--- src/rtl/uart_tx_sequencer_if.sv ---
// uart_tx_sequencer_if: frame-request handshake between a producer (master) and the UART transmitter (slave)
// Signals: tx_valid (frame request), tx_ready (transmitter idle), tx_data (payload, LSB first),
//          parity_odd (1 = odd parity; present only with UART_TX_PARITY_EN)
interface uart_tx_sequencer_if #(
    parameter int DATA_BITS = 8
);
    logic                 tx_valid;
    logic                 tx_ready;
    logic [DATA_BITS-1:0] tx_data;
`ifdef UART_TX_PARITY_EN
    logic                 parity_odd;
    modport master (output tx_valid, tx_data, parity_odd, input tx_ready);
    modport slave  (input tx_valid, tx_data, parity_odd, output tx_ready);
`else
    modport master (output tx_valid, tx_data, input tx_ready);
    modport slave  (input tx_valid, tx_data, output tx_ready);
`endif
endinterface

--- src/rtl/uart_tx_sequencer.sv ---
// uart_tx_sequencer: baud-tick paced UART frame serializer (start, DATA_BITS LSB first, optional parity, STOP_BITS stops)
// Ports: fsm_clk (clock), rst_n (async active-low reset), baud_tick (one-cycle bit-period strobe),
//        bus (uart_tx_sequencer_if.slave: tx_valid/tx_data/parity_odd in, registered tx_ready out),
//        txd (registered serial line, idle high), busy (not IDLE), done (one-cycle pulse at frame end)
// Optional parity bit and parity_odd input are compiled in with macro UART_TX_PARITY_EN.
module uart_tx_sequencer #(
    parameter int DATA_BITS = 8,
    parameter int STOP_BITS = 1
) (
    input  logic               fsm_clk,
    input  logic               rst_n,
    input  logic               baud_tick,
    uart_tx_sequencer_if.slave bus,
    output logic               txd,
    output logic               busy,
    output logic               done
);
    localparam int CW = $clog2(DATA_BITS);

    if (DATA_BITS < 5 || DATA_BITS > 9) begin : g_bad_data_bits
        $error("uart_tx_sequencer: DATA_BITS must be 5..9");
    end
    if (STOP_BITS < 1 || STOP_BITS > 2) begin : g_bad_stop_bits
        $error("uart_tx_sequencer: STOP_BITS must be 1..2");
    end

    typedef enum logic [2:0] {
        IDLE   = 3'd0,
        ARM    = 3'd1,
        START  = 3'd2,
        DATA   = 3'd3,
`ifdef UART_TX_PARITY_EN
        PARITY = 3'd4,
`endif
        STOP   = 3'd5
    } state_t;

    state_t               state, state_n;
    logic [CW-1:0]        bit_cnt, bit_cnt_n;
    logic                 stop_cnt, stop_cnt_n;
    logic [DATA_BITS-1:0] sh, sh_n;
    logic                 txd_n, done_n, ready_n, accept;
`ifdef UART_TX_PARITY_EN
    logic                 par, par_n;
`endif

    assign accept = bus.tx_valid && bus.tx_ready;
    assign busy   = state != IDLE;

    // Payload is latched into a shift register so later tx_data changes cannot reach the frame in flight.
    // The parity bit is resolved at acceptance, which fixes both the data and parity_odd used for it.
    always_comb begin
        state_n    = state;
        bit_cnt_n  = bit_cnt;
        stop_cnt_n = stop_cnt;
        sh_n       = sh;
        txd_n      = txd;
        done_n     = 1'b0;
`ifdef UART_TX_PARITY_EN
        par_n      = par;
`endif
        case (state)
            IDLE: begin
                txd_n = 1'b1;
                if (accept) begin
                    state_n = ARM;
                    sh_n    = bus.tx_data;
`ifdef UART_TX_PARITY_EN
                    par_n   = ^bus.tx_data ^ bus.parity_odd;
`endif
                end
            end
            ARM: if (baud_tick) begin
                state_n = START;
                txd_n   = 1'b0;
            end
            START: if (baud_tick) begin
                state_n   = DATA;
                txd_n     = sh[0];
                sh_n      = sh >> 1;
                bit_cnt_n = '0;
            end
            DATA: if (baud_tick) begin
                if (bit_cnt == CW'(DATA_BITS - 1)) begin
`ifdef UART_TX_PARITY_EN
                    state_n    = PARITY;
                    txd_n      = par;
`else
                    state_n    = STOP;
                    txd_n      = 1'b1;
                    stop_cnt_n = 1'b0;
`endif
                end else begin
                    bit_cnt_n = bit_cnt + 1'b1;
                    txd_n     = sh[0];
                    sh_n      = sh >> 1;
                end
            end
`ifdef UART_TX_PARITY_EN
            PARITY: if (baud_tick) begin
                state_n    = STOP;
                txd_n      = 1'b1;
                stop_cnt_n = 1'b0;
            end
`endif
            STOP: if (baud_tick) begin
                if (stop_cnt == 1'(STOP_BITS - 1)) begin
                    state_n = IDLE;
                    done_n  = 1'b1;
                end else begin
                    stop_cnt_n = stop_cnt + 1'b1;
                end
            end
            default: begin
                state_n = IDLE;
                txd_n   = 1'b1;
            end
        endcase
        // Registered ready tracks the next state, so it is high in the very cycle IDLE is entered.
        ready_n = state_n == IDLE;
    end

    always_ff @(posedge fsm_clk or negedge rst_n) begin
        if (!rst_n) begin
            state        <= IDLE;
            bit_cnt      <= '0;
            stop_cnt     <= 1'b0;
            sh           <= '0;
            txd          <= 1'b1;
            done         <= 1'b0;
            bus.tx_ready <= 1'b0;
`ifdef UART_TX_PARITY_EN
            par          <= 1'b0;
`endif
        end else begin
            state        <= state_n;
            bit_cnt      <= bit_cnt_n;
            stop_cnt     <= stop_cnt_n;
            sh           <= sh_n;
            txd          <= txd_n;
            done         <= done_n;
            bus.tx_ready <= ready_n;
`ifdef UART_TX_PARITY_EN
            par          <= par_n;
`endif
        end
    end
endmodule

--- src/flat_wrapper.sv ---
// flat-port wrapper written by rule: the top's interface ports become plain ports
module uart_tx_sequencer_flat 
#(
    parameter int DATA_BITS = 8,
    parameter int STOP_BITS = 1
)
  (fsm_clk, rst_n, baud_tick, txd, busy, done, bus_tx_valid, bus_tx_data, bus_tx_ready);
  uart_tx_sequencer_if #(.DATA_BITS(DATA_BITS)) bus_i ();
  input  logic fsm_clk;
  input  logic rst_n;
  input  logic baud_tick;
  output logic txd;
  output logic busy;
  output logic done;
  input wire logic [$bits(bus_i.tx_valid)-1:0] bus_tx_valid;
  input wire logic [$bits(bus_i.tx_data)-1:0] bus_tx_data;
  output wire logic [$bits(bus_i.tx_ready)-1:0] bus_tx_ready;
  assign bus_i.tx_valid = bus_tx_valid;
  assign bus_i.tx_data = bus_tx_data;
  assign bus_tx_ready = bus_i.tx_ready;
  uart_tx_sequencer #(.DATA_BITS(DATA_BITS), .STOP_BITS(STOP_BITS)) u_core (.fsm_clk(fsm_clk), .rst_n(rst_n), .baud_tick(baud_tick), .bus(bus_i), .txd(txd), .busy(busy), .done(done));
endmodule
--- config.mk ---
export PLATFORM = sky130hd
export DESIGN_NAME = uart_tx_sequencer_flat
export DESIGN_NICKNAME = d
export VERILOG_FILES = /design/src/rtl/uart_tx_sequencer_if.sv /design/src/rtl/uart_tx_sequencer.sv /design/src/flat_wrapper.sv
export SDC_FILE = /design/constraint.sdc
export NUM_CORES = 1
export LEC_CHECK = 0
export ABC_AREA = 1
export CAP_MARGIN = 20
export CORE_MARGIN = 2
export CORE_UTILIZATION = 38
export CTS_BUF_LIST = sky130_fd_sc_hd__clkbuf_8 sky130_fd_sc_hd__clkbuf_16
export CTS_CLUSTER_DIAMETER = 120
export DETAILED_ROUTE_END_ITERATION = 16
export DONT_BUFFER_PORTS = 1
export REMOVE_ABC_BUFFERS = 1
export SLEW_MARGIN = 10
export SYNTH_ARGS = -nofsm -noshare
export SYNTH_HDL_FRONTEND = slang
export SYNTH_SLANG_ARGS = --single-unit
--- constraint.sdc ---
create_clock -name fsm_clk -period 3.4 [get_ports fsm_clk]
set_clock_uncertainty 0.1 [all_clocks]
set_input_delay 0 -clock fsm_clk [delete_from_list [all_inputs] [get_ports fsm_clk]]
set_output_delay 0 -clock fsm_clk [all_outputs]
set_load 0.02 [all_outputs]
==> metrics.txt <==
DPL Wire Length=1310 um; Initial Util=40.5%; via/cell ratio=4.98; H-tree depth=1; Async SR Flop Fraction=100%; vias in the first global route=749; slowest CP cell=dfrtp_1; fillcell total=225; min Tclk post-route=1.67 ns; postcts setup bufs=0; die outline height=52.8 um; P_int=0.416 mW; Clock Power Share=22.2%; Hold WS=0.0225 ns; count of final hold-check violations=0; Slew HR=50.1%; CTS buffer count=3; Clock Pin Slew Worst Setup and Hold Paths=0.07 ns; DRT antenna net count=0; Final Core Density=47.7%; ranking of synthesized cells by area=dfrtp_1 44%, nand2_1 25%, nand3_1 7.2%; Slew Limit Fails=0; WP buf/inv=1; GRT met1 Usage=18.2%; cells after synthesis=125; CTS Buffer Depth=2; net switching fraction of the power=37.5%; Pwr Density=625 nW/um2; Inserted Diodes=0; Worst Hold Class=in -> reg; first-pass GRT wire length=3110 um; row count=17; static leakage=0.611 nW; pin count of the biggest net entering global routing=18; GRT busiest layer=met2; Mapped Area=905 um2; PortBufs=0; DRC errors left=0; WS Path Type=reg -> reg; vias=821; cell mode on critical path=nand2_1; Yosys warning total=0; slowest stage delay, CP=0.40 ns; leading area contributor after synthesis=dfrtp_1; Final setup viols=0; layout cell share with drive strength beyond 1=8.03%; worst-margin pin slew=0.746 ns; run status=completed; Final period util=49.0%; most common library cells after synthesis=60 x nand2_1, 16 x dfrtp_1, 13 x nand3_1; Total Routing Usage GR=15.5%; cts hold-fix bufs=10; met2 usage=25.6%; CP Max Fanout=12; area delta synth->final=17.8%; area of the die=2790 um2; syn avg cell area=7.24 um2; required time of the critical path=3.45 ns; Sw Pwr=0.250 mW; sequential share of the synthesized area=47.2%; Worst Path Arrival=1.71 ns; Post-Route WL=1800 um; unrepaired setup endpoints after global routing=no; Post-synth EDFFs=0; sequential share of power=47.1%; Die X=52.8 um; FMAX=600 MHz; M3 GR Usage=5.43%; DR iter-0 viols=16; global placer's final weighted congestion=0.773; area of the core=2230 um2; # IOs=16; Post-synth top flop=dfrtp_1; WL/cell=10.9 um; crit start category=flop; FF+latch count, synth=17; VDD IR-drop max=345 uV; Synth cell types=16; CP delay by family, top=simple AND/OR/NAND/NOR gates; sum of negative setup slack=0 ns; clock insertion delay at the later pin of the skew report=0.25 ns; CTS root buf=clkbuf_8; critical-path cell list=ha_1 > ha_1 > nand4_1 > nand2_2 > inv_2 > nand2_1 > nand2_1 > nand2_1; Comb pwr share=30.7%; Layout Nets=152; CTS tree=built; max-cap viol count=0; GR Overflow Total=0; Worst setup EP type=flop; clk sinks=17; initial antenna violation count=0; post-synth top area share=44.3%; PostCTS Resize Cnt=0; Pre-antenna DRT Iters=4; most common cell in the synthesized netlist=nand2_1
stage by stage:
step / power (mW) / instance area, um2 / instances / worst slack, ns
2_1_floorplan: 0.464 / 886 / 123 / 1.92
3_3_place_gp: 0.508 / 921 / 151 / 1.76
3_5_place_dp: 0.510 / 921 / 151 / 1.75
4_1_cts: 0.677 / 1070 / 165 / 1.73
5_1_grt: 0.728 / 1070 / 165 / 1.61
6_report: 0.667 / 1070 / 165 / 1.73
layout make-up:
cell class	instances	area [um2]	share of cell area (%)
clock inverter	1	3.75	0.352
timing repair buffer	10	100	9.39
tap	28	35.0	3.29
sequential	17	427	40.0
inverter	11	41.3	3.87
clock buffer	3	41.3	3.87
multi-input combinational	95	418	39.2
metal layers:
| metal | up-vias | wire (um) |
|---|---|---|
| met4 | 0 | 25 |
| met3 | 4 | 109 |
| met2 | 31 | 882 |
| met1 | 370 | 785 |
| li1 | 416 | - |
| met5 | - | 0 |
power by group through the flow:
stage                     clock network [mW]  registers, mW  logic (mW)
after floorplan                            0          0.305       0.159
after global placement                     0          0.317       0.191
after detailed placement                   0          0.317       0.193
after CTS                              0.156          0.313       0.208
after global routing                   0.168          0.321       0.239
final                                  0.148          0.314       0.205
flip-flops by register name, indices dropped and copies added (netlist names):
signal	flops
u_core.bit_cnt	3
u_core.sh	8
u_core.bus.tx_ready	1
u_core.done	1
u_core.state	3
u_core.txd	1
path summary, 6_finish.rpt:
check                                              start                            end  slack [ns]  depth (start not counted)
min in group asynchronous                          rst_n      u_core.state[0]$_DFF_PN0_        0.15                          1
max reg2reg                u_core.bit_cnt[0]$_DFFE_PN0P_  u_core.bit_cnt[2]$_DFFE_PN0P_        1.73                          8
max in group asynchronous                          rst_n       u_core.sh[7]$_DFFE_PN0P_        2.58                          1
min                                         bus_tx_valid      u_core.state[0]$_DFF_PN0_        0.02                          6
min reg2reg                     u_core.sh[0]$_DFFE_PN0P_       u_core.sh[0]$_DFFE_PN0P_        0.37                          2
max                        u_core.bit_cnt[0]$_DFFE_PN0P_  u_core.bit_cnt[2]$_DFFE_PN0P_        1.73                          8
kinds of logic (layout without fill, tap and decap cells):
logic type,after synthesis,after routing,share of synthesized area (%)
flops,17,17,47.2
simple gates,88,88,40.7
buf+inv,13,25,6.64
fa+ha+maj,2,2,2.77
compound gates,5,5,2.77
layout by cell type, fill, tap and decap left out, drive strengths merged:
cell         netlist  final
o21ai              5      5
nor2               9      9
inv               11     12
nor3               1      1
dfrtp             16     16
nand2             64     64
dlygate4sd3        0     10
clkbuf             0      3
ha                 2      2
nand3             13     13
dfstp              1      1
nand4              1      1
worst min-delay path, cell delays in order:
cell and delay, ns:
nand2_1 0.04, inv_1 0.03, nand3_1 0.09, nand2_1 0.06, inv_1 0.04, nand2_1 0.06
No activity file was read; power rests on OpenSTA's default activity.
